$ cat src/rtl/mips_mem_pkg.sv
// mips_mem_pkg: address map, MMIO register offsets and region decode for dmem_mmio
package mips_mem_pkg;
  localparam logic [15:0] RAM_BASE  = 16'h0000;
  localparam logic [23:0] MMIO_BASE = 24'hFFFF00;
  localparam logic [7:0] OFF_LED  = 8'h00;
  localparam logic [7:0] OFF_CNT  = 8'h04;
  localparam logic [7:0] OFF_CMP  = 8'h08;
  localparam logic [7:0] OFF_CTRL = 8'h0C;
  localparam logic [7:0] OFF_STAT = 8'h10;
  localparam int CTRL_EN    = 0;
  localparam int CTRL_AUTO  = 1;
  localparam int CTRL_IRQEN = 2;
  typedef enum logic [1:0] {REG_RAM, REG_MMIO, REG_NONE} region_t;
  function automatic region_t decode(input logic [31:0] a, input int unsigned words);
    return (a[31:16] == RAM_BASE && {18'd0, a[15:2]} < words) ? REG_RAM :
           (a[31:8] == MMIO_BASE) ? REG_MMIO : REG_NONE;
  endfunction
endpackage

$ cat src/rtl/mmio_timer.sv
// mmio_timer: prescaled compare timer with sticky match flag and its register read mux
module mmio_timer import mips_mem_pkg::*; #(
  parameter int PRESCALE = 1
) (
  input  logic        clk,
  input  logic        reset,
  input  logic        we,
  input  logic [5:0]  woff,
  input  logic [31:0] wdata,
  output logic [31:0] rdata,
  output logic        irq
);
  localparam int PW = PRESCALE > 1 ? $clog2(PRESCALE) : 1;
  localparam logic [PW-1:0] PMAX = PW'(PRESCALE - 1);
  logic [31:0] cnt, cmp;
  logic [2:0] ctrl;
  logic match;
  logic [PW-1:0] pre;
  logic wr_cnt, wr_cmp, wr_ctrl, wr_stat, tick, hit;
  always_comb begin
    wr_cnt  = we && woff == OFF_CNT[7:2];
    wr_cmp  = we && woff == OFF_CMP[7:2];
    wr_ctrl = we && woff == OFF_CTRL[7:2];
    wr_stat = we && woff == OFF_STAT[7:2];
    tick    = ctrl[CTRL_EN] && pre == PMAX;
    hit     = tick && cnt == cmp;
    irq     = match && ctrl[CTRL_IRQEN];
    rdata   = woff == OFF_CNT[7:2]  ? cnt :
              woff == OFF_CMP[7:2]  ? cmp :
              woff == OFF_CTRL[7:2] ? {29'd0, ctrl} :
              woff == OFF_STAT[7:2] ? {31'd0, match} : '0;
  end
  // A CPU write to CNT overrides the tick and restarts the prescale period
  always_ff @(posedge clk) begin
    if (reset) begin
      cnt   <= '0;
      cmp   <= '1;
      ctrl  <= '0;
      match <= 1'b0;
      pre   <= '0;
    end else begin
      pre   <= (wr_cnt || !ctrl[CTRL_EN] || tick) ? '0 : pre + 1'b1;
      cnt   <= wr_cnt ? wdata : (hit && ctrl[CTRL_AUTO]) ? '0 : tick ? cnt + 32'd1 : cnt;
      match <= hit || (match && !(wr_stat && wdata[0]));
      if (wr_cmp) cmp <= wdata;
      if (wr_ctrl) ctrl <= wdata[2:0];
    end
  end
endmodule

$ cat src/rtl/dmem_mmio.sv
// dmem_mmio: data RAM plus MMIO page (LED register, timer) with combinational loads
module dmem_mmio import mips_mem_pkg::*; #(
  parameter int RAM_WORDS = 64,
  parameter int PRESCALE  = 1,
  parameter int LED_W     = 16
) (
  input  logic             clk,
  input  logic             reset,
  input  logic             memwrite,
  input  logic [31:0]      addr,
  input  logic [31:0]      writedata,
  output logic [31:0]      readdata,
  output logic [LED_W-1:0] leds,
  output logic             timer_irq
);
  localparam int AW = $clog2(RAM_WORDS);
  logic [31:0] ram [RAM_WORDS];
  logic [31:0] trd;
  region_t region;
  logic mmio_we, unused_lo;
  assign region    = decode(addr, RAM_WORDS);
  assign mmio_we   = memwrite && region == REG_MMIO;
  assign unused_lo = ^addr[1:0];
  assign readdata  = region == REG_RAM ? ram[addr[AW+1:2]] :
                     region != REG_MMIO ? '0 :
                     addr[7:2] == OFF_LED[7:2] ? 32'(leds) : trd;
  // RAM keeps its contents across reset
  always_ff @(posedge clk)
    if (memwrite && region == REG_RAM) ram[addr[AW+1:2]] <= writedata;
  always_ff @(posedge clk)
    if (reset) leds <= '0;
    else if (mmio_we && addr[7:2] == OFF_LED[7:2]) leds <= writedata[LED_W-1:0];
  mmio_timer #(.PRESCALE(PRESCALE)) u_timer (
    .clk(clk),
    .reset(reset),
    .we(mmio_we),
    .woff(addr[7:2]),
    .wdata(writedata),
    .rdata(trd),
    .irq(timer_irq)
  );
endmodule

$ cat config.mk
export PLATFORM = sky130hd
export DESIGN_NAME = dmem_mmio
export DESIGN_NICKNAME = d
export VERILOG_FILES = /design/src/rtl/mips_mem_pkg.sv /design/src/rtl/mmio_timer.sv /design/src/rtl/dmem_mmio.sv
export SDC_FILE = /design/constraint.sdc
export NUM_CORES = 2
export LEC_CHECK = 0
export ABC_AREA = 1
export CAP_MARGIN = 25
export CORE_ASPECT_RATIO = 1.5
export CORE_UTILIZATION = 35
export DETAILED_ROUTE_END_ITERATION = 12
export DONT_BUFFER_PORTS = 1
export GPL_ROUTABILITY_DRIVEN = 0
export HOLD_SLACK_MARGIN = 0.1
export MAX_ROUTING_LAYER = met4
export PLACE_DENSITY_LB_ADDON = 0.1
export SETUP_SLACK_MARGIN = 0.3
export SKIP_LAST_GASP = 1
export SYNTH_ARGS = -nofsm -noshare
export SYNTH_HDL_FRONTEND = slang
export SYNTH_SLANG_ARGS = --single-unit
$ cat constraint.sdc
create_clock -name clk -period 7.7 [get_ports clk]
set_input_delay 2.31 -clock clk [delete_from_list [all_inputs] [get_ports clk]]
set_output_delay 2.31 -clock clk [all_outputs]
set_load 0.03 [all_outputs]
==> impl_metrics.prom <==
# TYPE chip_impl_metric gauge
chip_impl_metric{name="final_layout_size_suffix_gt1_frac",unit=""} 0.104
chip_impl_metric{name="max-clock-path-buffers",unit=""} 4
chip_impl_info{name="cell_class_contributing_the_biggest_share_of_worst_path_delay",value="simple AND/OR/NAND/NOR gates"} 1
chip_impl_info{name="ctsRootBufferMaster",value="sky130_fd_sc_hd__clkbuf_16"} 1
chip_impl_metric{name="worst_ir_drop_vdd",unit="uV"} 172
chip_impl_metric{name="worst_path_largest_cell_delay",unit="ps"} 380
chip_impl_metric{name="cts.htree.levels",unit=""} 4
chip_impl_metric{name="placedInstanceArea",unit="um2"} 89800
chip_impl_metric{name="finish.net_count",unit=""} 7040
chip_impl_metric{name="synthesis.area",unit="um2"} 83200
chip_impl_metric{name="worst_ep_arrival_time",unit="ps"} 5060
chip_impl_info{name="timing.hold.worst.class",value="register to register"} 1
chip_impl_metric{name="core_region_area",unit="um2"} 236000
chip_impl_metric{name="finalClockSkew",unit="ps"} 35.4
chip_impl_metric{name="hold_path_stages",unit=""} 2
chip_impl_metric{name="detailedRoute.firstIterationViolations",unit=""} 5506
chip_impl_metric{name="grt_pass1_vias",unit=""} 52000
chip_impl_metric{name="start_util",unit=""} 0.353
chip_impl_info{name="synth.cells.most_frequent",value="2,305 x sky130_fd_sc_hd__nand2_1, 2,048 x sky130_fd_sc_hd__edfxtp_1, 348 x sky130_fd_sc_hd__nor2_1, 333 x sky130_fd_sc_hd__inv_1, 257 x sky130_fd_sc_hd__nand4_1"} 1
chip_impl_metric{name="worst_ep_required_time",unit="ps"} 5390
chip_impl_metric{name="buffer_ports.inserted",unit=""} 0
chip_impl_metric{name="cap_violations",unit=""} 0
chip_impl_metric{name="remaining_drc_errors",unit=""} 0
chip_impl_metric{name="synth.yosys.seq_area_share",unit=""} 0.760
chip_impl_info{name="tritoncts",value="done"} 1
chip_impl_info{name="cp_common_cell",value="sky130_fd_sc_hd__nand2_1"} 1
chip_impl_info{name="crit_path_end_kind",value="primary output"} 1
chip_impl_info{name="cpMaxStageDelayCell",value="sky130_fd_sc_hd__nand2_1"} 1
chip_impl_metric{name="layout_min_cycle_time",unit="ps"} 7370
chip_impl_metric{name="whs",unit="ps"} 475
chip_impl_metric{name="groute.usage.overall",unit=""} 0.258
chip_impl_metric{name="clock.fmax",unit="MHz"} 136
chip_impl_info{name="globalRoute.busiestLayer",value="met2"} 1
chip_impl_metric{name="mean_cell_area_of_the_mapped_netlist",unit="um2"} 12.4
chip_impl_metric{name="cp_num_buf_inv",unit=""} 4
chip_impl_metric{name="groute.layer.met1.usage",unit=""} 0.316
chip_impl_metric{name="slew_headroom",unit=""} 0.281
chip_impl_metric{name="number_of_hold_repair_buffers_added_at_the_cts_stage",unit=""} 0
chip_impl_metric{name="route.detailed.vias_per_inst",unit=""} 5.25
chip_impl_metric{name="maximum_net_fanout_on_the_critical_path",unit=""} 28
chip_impl_metric{name="hold_viol",unit=""} 0
chip_impl_metric{name="postRouteWirelength",unit="um"} 303000
chip_impl_metric{name="num_vias",unit=""} 53600
chip_impl_metric{name="clock_insertion_delay_worst_skew",unit="ps"} 900
chip_impl_metric{name="timing_max_transition_violations_final",unit=""} 0
chip_impl_metric{name="worst-r2r-cell-count",unit=""} 8
chip_impl_metric{name="synth.distinct_cells",unit=""} 41
chip_impl_metric{name="grt_first_pass_wirelength",unit="um"} 417000
chip_impl_metric{name="synth_nets",unit=""} 6757
chip_impl_metric{name="count_of_flip_flops_with_a_built_in_enable_after_synthesis",unit=""} 2048
chip_impl_metric{name="timing.critical_path.depth",unit=""} 14
chip_impl_metric{name="io_pins",unit=""} 116
chip_impl_info{name="synth_top_cells_by_area",value="sky130_fd_sc_hd__edfxtp_1 74%, sky130_fd_sc_hd__nand2_1 10%, sky130_fd_sc_hd__dfxtp_1 2.0%, sky130_fd_sc_hd__nand4_1 1.9%, sky130_fd_sc_hd__nor2_1 1.6%"} 1
chip_impl_info{name="setup.worst_path.start_class",value="input port"} 1
chip_impl_metric{name="chipHeight",unit="um"} 599
chip_impl_metric{name="timing.final.crit_share",unit=""} 0.957
chip_impl_metric{name="clkSinkCount",unit=""} 2133
chip_impl_metric{name="dieArea",unit="um2"} 240000
chip_impl_info{name="cp_cell_sequence",value="clkinvlp_4 > nand3_4 > buf_12 > buf_4 > nor2_1 > a21oi_1 > nand3_1 > o21ai_1 > nand2_1 > nor2_1 > nand2_1 > nand2_1 > nand2_1 > buf_4"} 1
chip_impl_metric{name="placementRows",unit=""} 218
chip_impl_metric{name="antenna_violations_before_repair",unit=""} 20
chip_impl_metric{name="global_route.usage.met2",unit=""} 0.436
chip_impl_metric{name="timing.final.setup_violations",unit=""} 0
chip_impl_metric{name="place_hpwl",unit="um"} 181000
chip_impl_info{name="synth_top_flop_cell",value="sky130_fd_sc_hd__edfxtp_1"} 1
chip_impl_metric{name="power.static_leakage",unit="nW"} 33.3
chip_impl_metric{name="cts_made_buffers",unit=""} 209
chip_impl_info{name="rsz0062_at_grt",value="yes"} 1
chip_impl_metric{name="postSynthCellCount",unit=""} 6689
chip_impl_metric{name="worst-slew-pin-transition",unit="ps"} 1080
chip_impl_metric{name="async_reset_ff_frac",unit=""} 0
chip_impl_metric{name="syn2layout_area_growth",unit="%"} 15.7
chip_impl_metric{name="overflow",unit=""} 0
chip_impl_info{name="setup.worst_path.class",value="input port to primary output"} 1
chip_impl_metric{name="drtAntennaViolNets",unit=""} 0
chip_impl_metric{name="drt-wirelength-per-cell",unit="um"} 29.7
chip_impl_metric{name="die_width",unit="um"} 400
chip_impl_metric{name="synth.top_cell.area_share",unit=""} 0.739
chip_impl_metric{name="num-fill-cells",unit=""} 22200
chip_impl_metric{name="power-per-cell-area",unit="nW/um2"} 243
chip_impl_metric{name="clkSlewWorstSetupHoldPaths",unit="ps"} 60
chip_impl_metric{name="yosys_warnings",unit=""} 0
chip_impl_metric{name="drt-pass1-iter-count",unit=""} 5
chip_impl_info{name="synth.most_common_cell",value="sky130_fd_sc_hd__nand2_1"} 1
chip_impl_info{name="status",value="completed"} 1
chip_impl_metric{name="grtUsageMet3",unit=""} 0.0278
chip_impl_metric{name="pin_count_of_the_biggest_net_entering_global_routing",unit=""} 70
chip_impl_metric{name="synth_seq_cells",unit=""} 2133
chip_impl_info{name="synth_largest_area_cell",value="sky130_fd_sc_hd__edfxtp_1"} 1
chip_impl_metric{name="finalInstanceArea",unit="um2"} 96200
==> sequential cells by signal, indices dropped and copies added (netlist names) <==
signal	cells
u_timer.cnt	32
u_timer.pre	1
u_timer.ctrl	3
u_timer.cmp	32
leds	16
u_timer.match	1
ram	2048
==> worst reg2reg max path: stages (launching register included) <==
cell and delay (ps):
sky130_fd_sc_hd__dfxtp_1 340, sky130_fd_sc_hd__xnor2_1 590, sky130_fd_sc_hd__nand3_1 300, sky130_fd_sc_hd__nor3_1 270
sky130_fd_sc_hd__nand2_1 80, sky130_fd_sc_hd__nor2_1 90, sky130_fd_sc_hd__nand3_1 730, sky130_fd_sc_hd__nand3_1 300
sky130_fd_sc_hd__a21oi_1 100
==> path summary, 6_finish.rpt <==
kind | endpoint | from | slack, ps
max | readdata[16] | addr[4] | 330
min | u_timer.cmp[17] | u_timer.cmp[17] | 480
max reg2reg | u_timer.cnt[8] | u_timer.cnt[10] | 4790
min reg2reg | u_timer.cmp[17] | u_timer.cmp[17] | 480
==> timing repair <==
item                                   4_1_cts  5_1_grt
endpoints found under the hold margin        0        0
pin swaps                                    0        1
gates resized for setup                      8       10
setup buffers                                0        1
setup endpoints to repair                    6       12
==> per-layer routing <==
metal | vias up | routed length [um]
met5 | - | 0
met4 | 0 | 13800
met3 | 440 | 16100
met2 | 1699 | 152000
met1 | 27400 | 121000
li1 | 24100 | -
==> cells by family (layout without fill, tap and decap cells) <==
kind of cell,count (synthesis),in the layout,share of synthesized area
flops,2133,2133,0.760
fa+ha+maj,1,1,0.000150
xor+xnor,22,22,0.00232
compound gates,663,663,0.0472
other cells,1,10,0.0000451
buf+inv,651,1092,0.0320
simple gates,3218,3218,0.159
==> report_power, final <==
group          total, mW  internal, mW  switching (mW)  leakage, nW
sequential          12.7          12.7       0.0000616         19.1
combinational      0.853         0.248           0.605         11.2
clock               9.80          5.38            4.42         3.05
==> final cells by class <==
| type | instances | area, um2 | area share |
|---|---|---|---|
| sequential | 2133 | 63200 | 0.657 |
| clock inverter | 98 | 677 | 0.00704 |
| multi-input combinational | 3905 | 17900 | 0.186 |
| antenna | 9 | 22.5 | 0.000234 |
| clock buffer | 271 | 5590 | 0.0581 |
| tap | 3080 | 3850 | 0.0401 |
| timing repair buffer | 372 | 3580 | 0.0372 |
| inverter | 351 | 1380 | 0.0144 |
==> layout by cell type (no fill, tap or decap), drive strengths merged <==
cell type and n:
xnor2 5, nand2 2306, clkinvlp 7, o2111ai 8, or2 4, a22oi 137
inv 344, clkinv 89, a21oi 149, edfxtp 2048, buf 371, o211ai 36
o22ai 17, and3 3, o21ai 275, or3 1, nand3b 13, nand3 243
nor3 32, xor2 17, nor4 3, dfxtp 85, o21bai 2, diode 9
a31oi 2, o221ai 14, clkbuf 272, nand4 257, a211oi 19, nor2 354
ha 1, o2bb2ai 4, conb 1, and2 2, bufinv 9
==> stage by stage <==
stage          instances  setup TNS, ps  utilization  power (mW)  setup slack, ps
6_report           10200              0        0.408        23.4              335
5_1_grt            10200              0        0.408        24.0              292
4_1_cts            10200              0        0.408        23.5              302
3_5_place_dp        9839           -142        0.381        13.8             -142
3_3_place_gp        9837           -128        0.381        13.8             -128
2_1_floorplan       6689              0            -        13.3             1480
No activity file was read; power rests on OpenSTA's default activity.
